===== config.mk =====
export PLATFORM = sky130hd
export DESIGN_NAME = serial_subtractor
export DESIGN_NICKNAME = d
export VERILOG_FILES = /design/src/rtl/serial_subtractor_pkg.sv /design/src/rtl/full_subtractor.sv /design/src/rtl/serial_subtractor.sv
export SDC_FILE = /design/constraint.sdc
export NUM_CORES = 1
export LEC_CHECK = 0
export CAP_MARGIN = 15
export CORE_MARGIN = 1
export CORE_UTILIZATION = 54
export CTS_BUF_LIST = sky130_fd_sc_hd__clkbuf_2 sky130_fd_sc_hd__clkbuf_4 sky130_fd_sc_hd__clkbuf_8
export DETAILED_ROUTE_END_ITERATION = 12
export PLACE_DENSITY = 0.89
export SYNTH_ARGS = -nofsm -noshare
export SYNTH_HDL_FRONTEND = slang
export SYNTH_SLANG_ARGS = --single-unit

===== constraint.sdc =====
create_clock -name clk -period 1.7 [get_ports clk]
set_input_delay 0.255 -clock clk [delete_from_list [all_inputs] [get_ports clk]]
set_output_delay 0.255 -clock clk [all_outputs]
set_load 0.005 [all_outputs]

===== src/rtl/serial_subtractor_pkg.sv =====
// Shared constants for the bit-serial subtractor: FSM state encodings and
// a helper that sizes the per-operation bit counter.
package serial_subtractor_pkg;

  // Encodings are fixed so other blocks and debug tooling can decode them.
  typedef enum logic [1:0] {
    ST_IDLE  = 2'd0,
    ST_SHIFT = 2'd1,
    ST_DONE  = 2'd2
  } state_t;

  // Bits needed to count 0..width-1 without wrapping inside an operation.
  function automatic int cnt_width(input int width);
    return (width > 2) ? $clog2(width) : 1;
  endfunction

endpackage


===== src/rtl/full_subtractor.sv =====
// One-bit full subtractor: d = a - b - bin, with borrow out.
module full_subtractor (
  input  logic a,
  input  logic b,
  input  logic bin,
  output logic d,
  output logic bout
);

  assign d    = a ^ b ^ bin;
  // Borrow when b exceeds a, or when they match and a borrow is pending.
  assign bout = (~a & b) | (~(a ^ b) & bin);

endmodule


===== src/rtl/serial_subtractor.sv =====
// Bit-serial unsigned subtractor: computes A - B one bit per cycle, LSB
// first, over WIDTH cycles. D/Bout are registered and held between results.
module serial_subtractor
  import serial_subtractor_pkg::*;
#(
  parameter int WIDTH = 8
) (
  input  logic             clk,
  input  logic             reset,
  input  logic             start,
  input  logic [WIDTH-1:0] A,
  input  logic [WIDTH-1:0] B,
  output logic             busy,
  output logic             done,
  output logic [WIDTH-1:0] D,
  output logic             Bout
);

  localparam int CW = cnt_width(WIDTH);
  localparam logic [CW-1:0] LAST_BIT = CW'(WIDTH - 1);

  state_t           state;
  logic [WIDTH-1:0] a_sr;
  logic [WIDTH-1:0] b_sr;
  logic [WIDTH-1:0] r_sr;
  logic             borrow;
  logic [CW-1:0]    cnt;

  logic             diff_bit;
  logic             borrow_bit;
  logic [WIDTH-1:0] r_next;

  // Per-bit cell works on the current LSBs and the running borrow.
  full_subtractor u_cell (
    .a   (a_sr[0]),
    .b   (b_sr[0]),
    .bin (borrow),
    .d   (diff_bit),
    .bout(borrow_bit)
  );

  // New difference bit enters at the MSB so the LSB ends up at bit 0.
  assign r_next = {diff_bit, r_sr[WIDTH-1:1]};

  // Control FSM plus datapath registers; all outputs are registered.
  always_ff @(posedge clk) begin
    // NOTE: non-blocking assignments keep every register sampling the
    // pre-edge values, so the shift registers and FSM update in lockstep.
    if (reset) begin
      state  <= ST_IDLE;
      a_sr   <= '0;
      b_sr   <= '0;
      r_sr   <= '0;
      borrow <= 1'b0;
      cnt    <= '0;
      busy   <= 1'b0;
      done   <= 1'b0;
      D      <= '0;
      Bout   <= 1'b0;
    end else begin
      case (state)
        ST_IDLE: begin
          done <= 1'b0;
          if (start) begin
            a_sr   <= A;
            b_sr   <= B;
            r_sr   <= '0;
            borrow <= 1'b0;
            cnt    <= '0;
            busy   <= 1'b1;
            state  <= ST_SHIFT;
          end
        end

        ST_SHIFT: begin
          a_sr   <= a_sr >> 1;
          b_sr   <= b_sr >> 1;
          r_sr   <= r_next;
          borrow <= borrow_bit;
          if (cnt == LAST_BIT) begin
            // Publish the result on entry to DONE so it is valid with done.
            D     <= r_next;
            Bout  <= borrow_bit;
            busy  <= 1'b0;
            done  <= 1'b1;
            state <= ST_DONE;
          end else begin
            cnt <= cnt + 1'b1;
          end
        end

        ST_DONE: begin
          done  <= 1'b0;
          state <= ST_IDLE;
        end

        default: begin
          busy  <= 1'b0;
          done  <= 1'b0;
          state <= ST_IDLE;
        end
      endcase
    end
  end

endmodule


==> results.cfg, run 1 <==
[drt]
routed_wirelength_um = 3490
first_pass_iters = 4
drc = 0
drt-initial-drc-count = 69
drtAntennaViolNets = 0
vias = 1368
wire_per_inst_um = 14.0
via_per_inst = 5.49

[clock_tree]
clk_pin_slew_ns = 0.10
clock_sinks = 40
cts_buffers = 5
clock_latency_ns = 0.33
cts_setup_buffers = 0
post_cts_resized = 0
htreeDepth = 2
clock-root-buffer = clkbuf_4
clk_path_buf_depth = 2
holdBufCountCts = 0
cts_tree = built

[sta]
tightest_slew_ns = 0.377
timing.final.crit_period_ns = 1.52
maxSlewHeadroom_pct = 74.8
finalCritPeriodShare_pct = 89.4
drv_slew = 0
fin_skew_ns = 0.00694
rsz0062_at_grt = no
max_freq_mhz = 658
finalWorstSetupSlack_ns = 0.180
timing.final.hold_violations = 0
final-setup-viol-count = 0
setup_tns_ns = 0

[setup_path]
critPathArrivalTime_ns = 1.74
worstPathMaxFanout = 8
cp.required_ns = 1.92
start_kind = flip-flop
slowest_stage = dfxtp_1
worstSetupEndpointType = flip-flop
cp_common_cell = ha_1
slowest_delay_ns = 0.37
cp_cell_sequence = ha_1, ha_1, nand3b_1, nand2_1, a21oi_1
crit_type = flip-flop to flip-flop

[power_and_ir_drop]
p_leak_nw = 0.768
switching_share_pct = 25.3
irDropWorstVdd_mv = 0.472
powerDensity_nw_per_um2 = 789
combPwrFrac_pct = 16.7
power.total_w = 0.00169
p_seq_share_pct = 59.9
switching_power_w = 0.000428
clkPwrFrac_pct = 23.5
power.internal_w = 0.00126

[synthesis]
synth-edff-count = 0
synthTopCellsByCount = dfxtp_1, nor2_1, a211oi_2, mux2i_1, a21oi_1
yosysTopAreaCell = dfxtp_1
ys_ff_latch = 40
synth_top_cell_area_share_pct = 44.6
syn_nets = 199
synthFlopType = dfxtp_1
synth_area_um2 = 1790
syn_avg_cell_area_um2 = 10.2
yosysMostFrequentCell = dfxtp_1
syn_inst = 176
ys_async_sr_fraction_pct = 0
ys.warnings.count = 0
synth_cell_type_count = 34
synth_area_leaders = dfxtp_1, a211oi_2, mux2i_1
ys_seq_area_share_pct = 44.6

[floorplan]
initial_core_util_pct = 57.8
die_x_um = 59.6
rows = 20
chipHeight_um = 59.6
ios = 30
core_um2 = 3100
dieArea_um2 = 3560

[min_path]
hp-class = flip-flop to flip-flop

[place]
portBuffers = 29
place_area_um2 = 2110
gp_congestion = 0.789
dp_hpwl_um = 2600
post-place-ws_ns = 0.219

[flow_run]
maxCapViolations = 0

[global_route]
grt.total_usage_pct = 21.7
antenna_found_initial = 0
grt-ovfl-total = 0
grt_first_pass_wirelength_um = 5690
grt_pass1_vias = 1329
grt_max_degree = 29

[cells_and_area]
fillCellCount = 259
stdcell_area_um2 = 2140
fin_nets = 230
final_core_util_pct = 69.1
area_growth_pct = 19.5
drive_gt1_share_pct = 18.0
antenna_cells = 0

[status]
outcome = complete, no violations
cell usage in the layout, fill, tap and decap left out, drive strengths merged:
cell,netlist,final
o21ai,3,3
a22oi,7,7
o21bai,2,2
nand3,8,8
or3b,1,1
ha,3,3
nand2,8,8
nand3b,3,3
inv,2,2
a311oi,1,1
a21oi,13,13
nor2b,2,2
nor3b,1,1
o2bb2ai,2,2
nor2,24,24
o21ba,1,1
fa,1,1
nand2b,7,7
buf,10,9
mux2i,14,14
nor3,2,2
or4,1,1
clkbuf,4,5
a2bb2oi,1,1
a211oi,15,15
clkdlybuf4s50,0,29
dfxtp,40,40
cell type report:
class | count | area, µm² | share of cell area [%]
tap | 44 | 55.1 | 2.57
multi-input combinational | 120 | 872 | 40.7
sequential | 40 | 801 | 37.4
inverter | 2 | 7.51 | 0.350
timing repair buffer | 38 | 370 | 17.3
clock buffer | 5 | 37.5 | 1.75
through the flow:
stage,std cells,hold slack (ns)
floorplan,176,0.415
global placement,244,0.447
detailed placement,244,0.450
CTS,249,0.464
global route,249,0.481
finish,249,0.465
worst paths after layout:
check	start	end	slack [ns]	depth (start not counted)
worst max register to register	cnt[0]$_SDFFE_PP0P_	D[6]$_SDFFE_PP0P_	0.18	5
worst min register to register	D[5]$_SDFFE_PP0P_	D[5]$_SDFFE_PP0P_	0.46	2
worst min-delay path	D[5]$_SDFFE_PP0P_	D[5]$_SDFFE_PP0P_	0.46	2
worst max-delay path	cnt[0]$_SDFFE_PP0P_	D[6]$_SDFFE_PP0P_	0.18	5
flip-flops by register name, summed over array words and instances, names as in the netlist, 2 cells and up:
| name | flops |
|---|---|
| state | 2 |
| cnt | 3 |
| D | 8 |
| r_sr | 7 |
| a_sr | 8 |
| b_sr | 8 |
layer usage:
metal	track usage, %	routed length, µm
met1	25.5	1530
met2	37.9	1710
met3	4.37	175
met4	9.63	78
met5	0	0
worst max-delay path, delay by kind of cell (launching register included):
kind,cells,cell delay (ns)
simple gates,2,0.46
flops,1,0.37
compound gates,1,0.08
fa+ha+maj,2,0.50
power groups by stage:
stage | clock [W] | combinational [W] | sequential (W)
3_5_place_dp | 0 | 0.000282 | 0.00103
6_report | 0.000397 | 0.000282 | 0.00101
5_1_grt | 0.000448 | 0.000309 | 0.00102
3_3_place_gp | 0 | 0.000267 | 0.00103
2_1_floorplan | 0 | 0.000216 | 0.00102
4_1_cts | 0.000406 | 0.000283 | 0.00101
kinds of logic after synthesis:
group                      count (synthesis)  synth area share, %
AOI/OAI and AO/OA                         45                 21.1
adders and majority gates                  4                 3.21
buffers and inverters                     16                 6.76
DFF                                       40                 44.6
muxes                                     14                 7.81
and+or+nand+nor                           57                 16.5
(Power assumes the default switching activity.)
==> run 2, diff against run 1 <==
--- a/config.mk
+++ b/config.mk
@@ -6,11 +6,11 @@
 export NUM_CORES = 1
 export LEC_CHECK = 0
 export CAP_MARGIN = 15
+export CORE_ASPECT_RATIO = 0.5
 export CORE_MARGIN = 1
-export CORE_UTILIZATION = 54
-export CTS_BUF_LIST = sky130_fd_sc_hd__clkbuf_2 sky130_fd_sc_hd__clkbuf_4 sky130_fd_sc_hd__clkbuf_8
+export CORE_UTILIZATION = 52
 export DETAILED_ROUTE_END_ITERATION = 12
-export PLACE_DENSITY = 0.89
+export PLACE_DENSITY = 0.86
 export SYNTH_ARGS = -nofsm -noshare
 export SYNTH_HDL_FRONTEND = slang
 export SYNTH_SLANG_ARGS = --single-unit
==> run 2 against run 1 <==
Routed wire length fell by 3.5%; fmax down 2.9%; register-to-register slack worse by 0.05 ns; worst setup slack got worse by 0.045 ns; clock skew is 0.0042 ns lower; critical path type unchanged; largest power group unchanged.
==> results.cfg, run 2 (synthesized netlist as in run 1, its figures left out) <==
[setup_path]
startpoint = cnt[0]$_SDFFE_PP0P_
cp.required_ns = 1.90
worstPathMaxFanout = 4
crit_type = flip-flop to flip-flop
slowest_stage = or4_1
reg2reg_to = cnt[0]$_SDFFE_PP0P_
ff2ff_path_depth = 4
timing.reg2reg.setup_slack_ns = 0.13
crit_path_end = cnt[0]$_SDFFE_PP0P_
cp_common_cell = ha_1
crit_cells = 4
cp_cell_sequence = ha_1, ha_1, or4_1, o21ai_1
start_kind = flip-flop
critPathArrivalTime_ns = 1.77
critPathTopFamily = simple AND/OR/NAND/NOR gates
slowest_delay_ns = 0.55
r2r-start = cnt[0]$_SDFFE_PP0P_
worstSetupEndpointType = flip-flop
crit_buf_inv = 0

[sta]
timing.final.crit_period_ns = 1.57
final-setup-viol-count = 0
rsz0062_at_grt = no
max_freq_mhz = 639
worst_hold_slack_ns = 0.457
timing.final.hold_violations = 0
fin_skew_ns = 0.00279
drv_slew = 0
maxSlewHeadroom_pct = 77.4
setup_tns_ns = 0
finalCritPeriodShare_pct = 92.1
tightest_slew_ns = 0.339

[clock_tree]
clock-root-buffer = clkbuf_8
cts_setup_buffers = 0
clk_path_buf_depth = 2
cts_tree = built
htreeDepth = 2
clk_pin_slew_ns = 0.07
post_cts_resized = 0
clock_latency_ns = 0.28
cts_buffers = 5
clock_sinks = 40
holdBufCountCts = 0

[cells_and_area]
antenna_cells = 0
layout.cells.non_filler = 249
fin_nets = 231
final_core_util_pct = 71.3
ff_latch_area_um2 = 801
drive_gt1_share_pct = 19.6
top_regs = D: 8 flops, a_sr: 8 flops, b_sr: 8 flops
final_common_cell = dfxtp_1
final_cell_mix = dfxtp_1, clkdlybuf4s50_1, nor2_1, mux2i_1, a211oi_2
area_growth_pct = 24.5
fillCellCount = 225
stdcell_area_um2 = 2230
multi_input_area_um2 = 872

[place]
portBuffers = 29
dp.cells = 241
place_area_um2 = 2110
gp_congestion = 0.801
dp_hpwl_um = 2450

[global_route]
antenna_found_initial = 0
grt_first_pass_wirelength_um = 5750
grt-ovfl-total = 0
grt_max_degree = 29
grt.total_usage_pct = 20.4
grt_pass1_vias = 1351

[drt]
drtAntennaViolNets = 0
drt-initial-drc-count = 34
wire_per_inst_um = 13.5
drc = 0
vias = 1331
first_pass_iters = 4
via_per_inst = 5.35
routed_wirelength_um = 3370

[status]
outcome = complete, no violations

[power_and_ir_drop]
irDropWorstVdd_mv = 0.467
powerDensity_nw_per_um2 = 947
p_leak_nw = 0.815

[min_path]
hp-class = flip-flop to flip-flop

[floorplan]
ios = 30
initial_core_util_pct = 57.2
dieArea_um2 = 3700
core_um2 = 3140
rows = 14
die_x_um = 85.1
chipHeight_um = 43.5

[flow_run]
maxCapViolations = 0
## run 2: cell types whose count changed in the layout (fill, tap and decap cells not counted), sizes merged
cell / delta
clkbuf: +2
bufinv: +1
buf: +1
## run 2: cell type report
type                            count  share of cell area (%)
Tap cell                           40                    2.24
Clock inverter                      1                    1.34
Sequential cell                    40                    35.8
Inverter                            2                   0.336
Clock buffer                        7                    4.31
Timing Repair Buffer               39                    16.9
Multi-Input combinational cell    120                    39.0
## run 2: stage by stage
stage / worst slack [ns] / power, W
floorplan: 0.355 / 0.00124
global placement: 0.251 / 0.00131
detailed placement: 0.194 / 0.00132
CTS: 0.165 / 0.00213
global route: 0.0191 / 0.00221
finish: 0.135 / 0.00212
## run 2: worst min-delay path by stage
stage	from	end	slack [ns]	cells past startpoint
after CTS	D[5]$_SDFFE_PP0P_	D[5]$_SDFFE_PP0P_	0.46	2
after detailed placement	D[0]$_SDFFE_PP0P_	D[0]$_SDFFE_PP0P_	0.45	2
after floorplan	A[7]	a_sr[7]$_SDFFE_PP0P_	0.42	2
after global placement	D[3]$_SDFFE_PP0P_	D[3]$_SDFFE_PP0P_	0.44	2
final	D[5]$_SDFFE_PP0P_	D[5]$_SDFFE_PP0P_	0.46	2
after global routing	D[7]$_SDFFE_PP0P_	D[7]$_SDFFE_PP0P_	0.49	2
## run 2: tightest hold or removal path, stage by stage (launching register included)
cell and delay (ns):
dfxtp_1 0.31, nand2_1 0.05, a21oi_1 0.05
## run 2: power breakdown
| group | internal, W | switching [W] | leakage, nW |
|---|---|---|---|
| registers | 0.000981 | 0.0000289 | 0.327 |
| logic | 0.000145 | 0.000140 | 0.424 |
| clock network | 0.000518 | 0.000304 | 0.0645 |
| total | 0.00164 | 0.000472 | 0.815 |
## run 2: per-layer routing
metal	vias up	GRT usage [%]	share of wire, %
met4	0	8.14	0.45
met5	-	0	0
met1	616	23.2	45
met2	26	36.5	50
met3	2	6.86	4.5
li1	687	-	-
==> run 3, diff against run 2 <==
--- a/config.mk
+++ b/config.mk
@@ -11,6 +11,7 @@
 export CORE_UTILIZATION = 52
 export DETAILED_ROUTE_END_ITERATION = 12
 export PLACE_DENSITY = 0.86
+export SETUP_SLACK_MARGIN = 0.1
 export SYNTH_ARGS = -nofsm -noshare
 export SYNTH_HDL_FRONTEND = slang
 export SYNTH_SLANG_ARGS = --single-unit
==> run 3 against run 2 <==
Sequential power about the same; critical endpoint unchanged; clock power barely moved; power hardly changed; die area stayed put; utilization grew 0.24 points.
==> results.cfg, run 3 (synthesized netlist as in run 1, its figures left out) <==
[status]
outcome = complete, no violations

[sta]
finalWorstSetupSlack_ns = 0.183
final-setup-viol-count = 0
rsz0062_at_grt = no
finalCritPeriodShare_pct = 89.3
timing.final.hold_violations = 0
setup_tns_ns = 0
tightest_slew_ns = 0.340
fin_skew_ns = 0.00315
maxSlewHeadroom_pct = 77.3
drv_slew = 0
timing.final.crit_period_ns = 1.52
max_freq_mhz = 659

[cells_and_area]
top_regs = D: 8 flops, a_sr: 8 flops, b_sr: 8 flops
fin_nets = 231
antenna_cells = 0
final_common_cell = dfxtp_1
final_cell_mix = dfxtp_1, clkdlybuf4s50_1, nor2_1, mux2i_1, a211oi_2
area_growth_pct = 25.0
drive_gt1_share_pct = 21.5

[global_route]
grt_pass1_vias = 1351
grt_max_degree = 29
grt_first_pass_wirelength_um = 5750
grt-ovfl-total = 0
antenna_found_initial = 0
grt.total_usage_pct = 20.4

[clock_tree]
clk_path_buf_depth = 2
post_cts_resized = 0
cts_setup_buffers = 0
clk_pin_slew_ns = 0.07
cts_tree = built
cts_buffers = 5
clock-root-buffer = clkbuf_8
clock_latency_ns = 0.28
htreeDepth = 2
clock_sinks = 40
holdBufCountCts = 0

[min_path]
hp-start = D[6]$_SDFFE_PP0P_
hp-class = flip-flop to flip-flop
holdPathStages = 2

[setup_path]
crit_buf_inv = 0
slowest_delay_ns = 0.55
start_kind = flip-flop
ff2ff_path_depth = 4
cp.required_ns = 1.89
cp_cell_sequence = ha_2, ha_1, or4_1, o21ai_1
r2r-start = cnt[1]$_SDFFE_PP0P_
worstSetupEndpointType = flip-flop
worstPathMaxFanout = 4
critPathArrivalTime_ns = 1.71
crit_cells = 4
slowest_stage = or4_1
timing.reg2reg.setup_slack_ns = 0.18
startpoint = cnt[1]$_SDFFE_PP0P_
crit_type = flip-flop to flip-flop
critPathTopFamily = simple AND/OR/NAND/NOR gates

[flow_run]
maxCapViolations = 0

[floorplan]
initial_core_util_pct = 57.2
dieArea_um2 = 3700
core_um2 = 3140
die_x_um = 85.1
rows = 14
chipHeight_um = 43.5
ios = 30

[place]
post-place-ws_ns = 0.194
portBuffers = 29
gp_congestion = 0.801
dp_hpwl_um = 2450

[power_and_ir_drop]
p_leak_nw = 0.810
powerDensity_nw_per_um2 = 944
irDropWorstVdd_mv = 0.470

[drt]
first_pass_iters = 4
vias = 1333
drt-initial-drc-count = 45
via_per_inst = 5.35
drtAntennaViolNets = 0
wire_per_inst_um = 13.6
drc = 0
routed_wirelength_um = 3380
==> run 3: routing by layer <==
layer | GRT usage (%) | vias to the layer above | part of all wire [%]
met2 | 36.5 | 22 | 51
met3 | 6.86 | 2 | 3.7
met1 | 23.2 | 622 | 45
met5 | 0 | - | 0
li1 | - | 687 | -
met4 | 8.14 | 0 | 0.44
==> run 3: final cells by class <==
cell class                      instances  area [µm²]
Fill cell                             222         893
Multi-Input combinational cell        120         877
Sequential cell                        40         803
Timing Repair Buffer                   39         378
Clock buffer                            7        96.3
Tap cell                               40        50.0
Clock inverter                          1        30.0
Inverter                                2        7.51
==> run 3: final timing paths <==
kind | to
worst max-delay path | cnt[0]$_SDFFE_PP0P_
worst min-delay path | D[6]$_SDFFE_PP0P_
worst max register to register | cnt[0]$_SDFFE_PP0P_
worst min register to register | D[6]$_SDFFE_PP0P_
==> run 3: stage by stage <==
stage	cells	util, %	instance area, µm²	hold slack, ns	total power (W)
floorplan	176	-	1790	0.415	0.00124
global placement	241	67.2	2110	0.445	0.00131
detailed placement	241	67.2	2110	0.452	0.00132
CTS	249	71.3	2230	0.457	0.00213
global route	249	71.5	2240	0.490	0.00221
finish	249	71.5	2240	0.460	0.00212
==> run 3: report_power, final <==
group	internal [W]	total, W	switching, W
Combinational	0.000145	0.000285	0.000140
Clock	0.000518	0.000821	0.000303
Sequential	0.000982	0.00101	0.0000293
Total	0.00165	0.00212	0.000472
==> run 3: worst register-to-register path, delay by kind of cell (launching register included) <==
kind,cells,cell delay (ns)
DFF,1,0.33
and+or+nand+nor,1,0.55
AOI/OAI and AO/OA,1,0.14
adders and majority gates,2,0.42
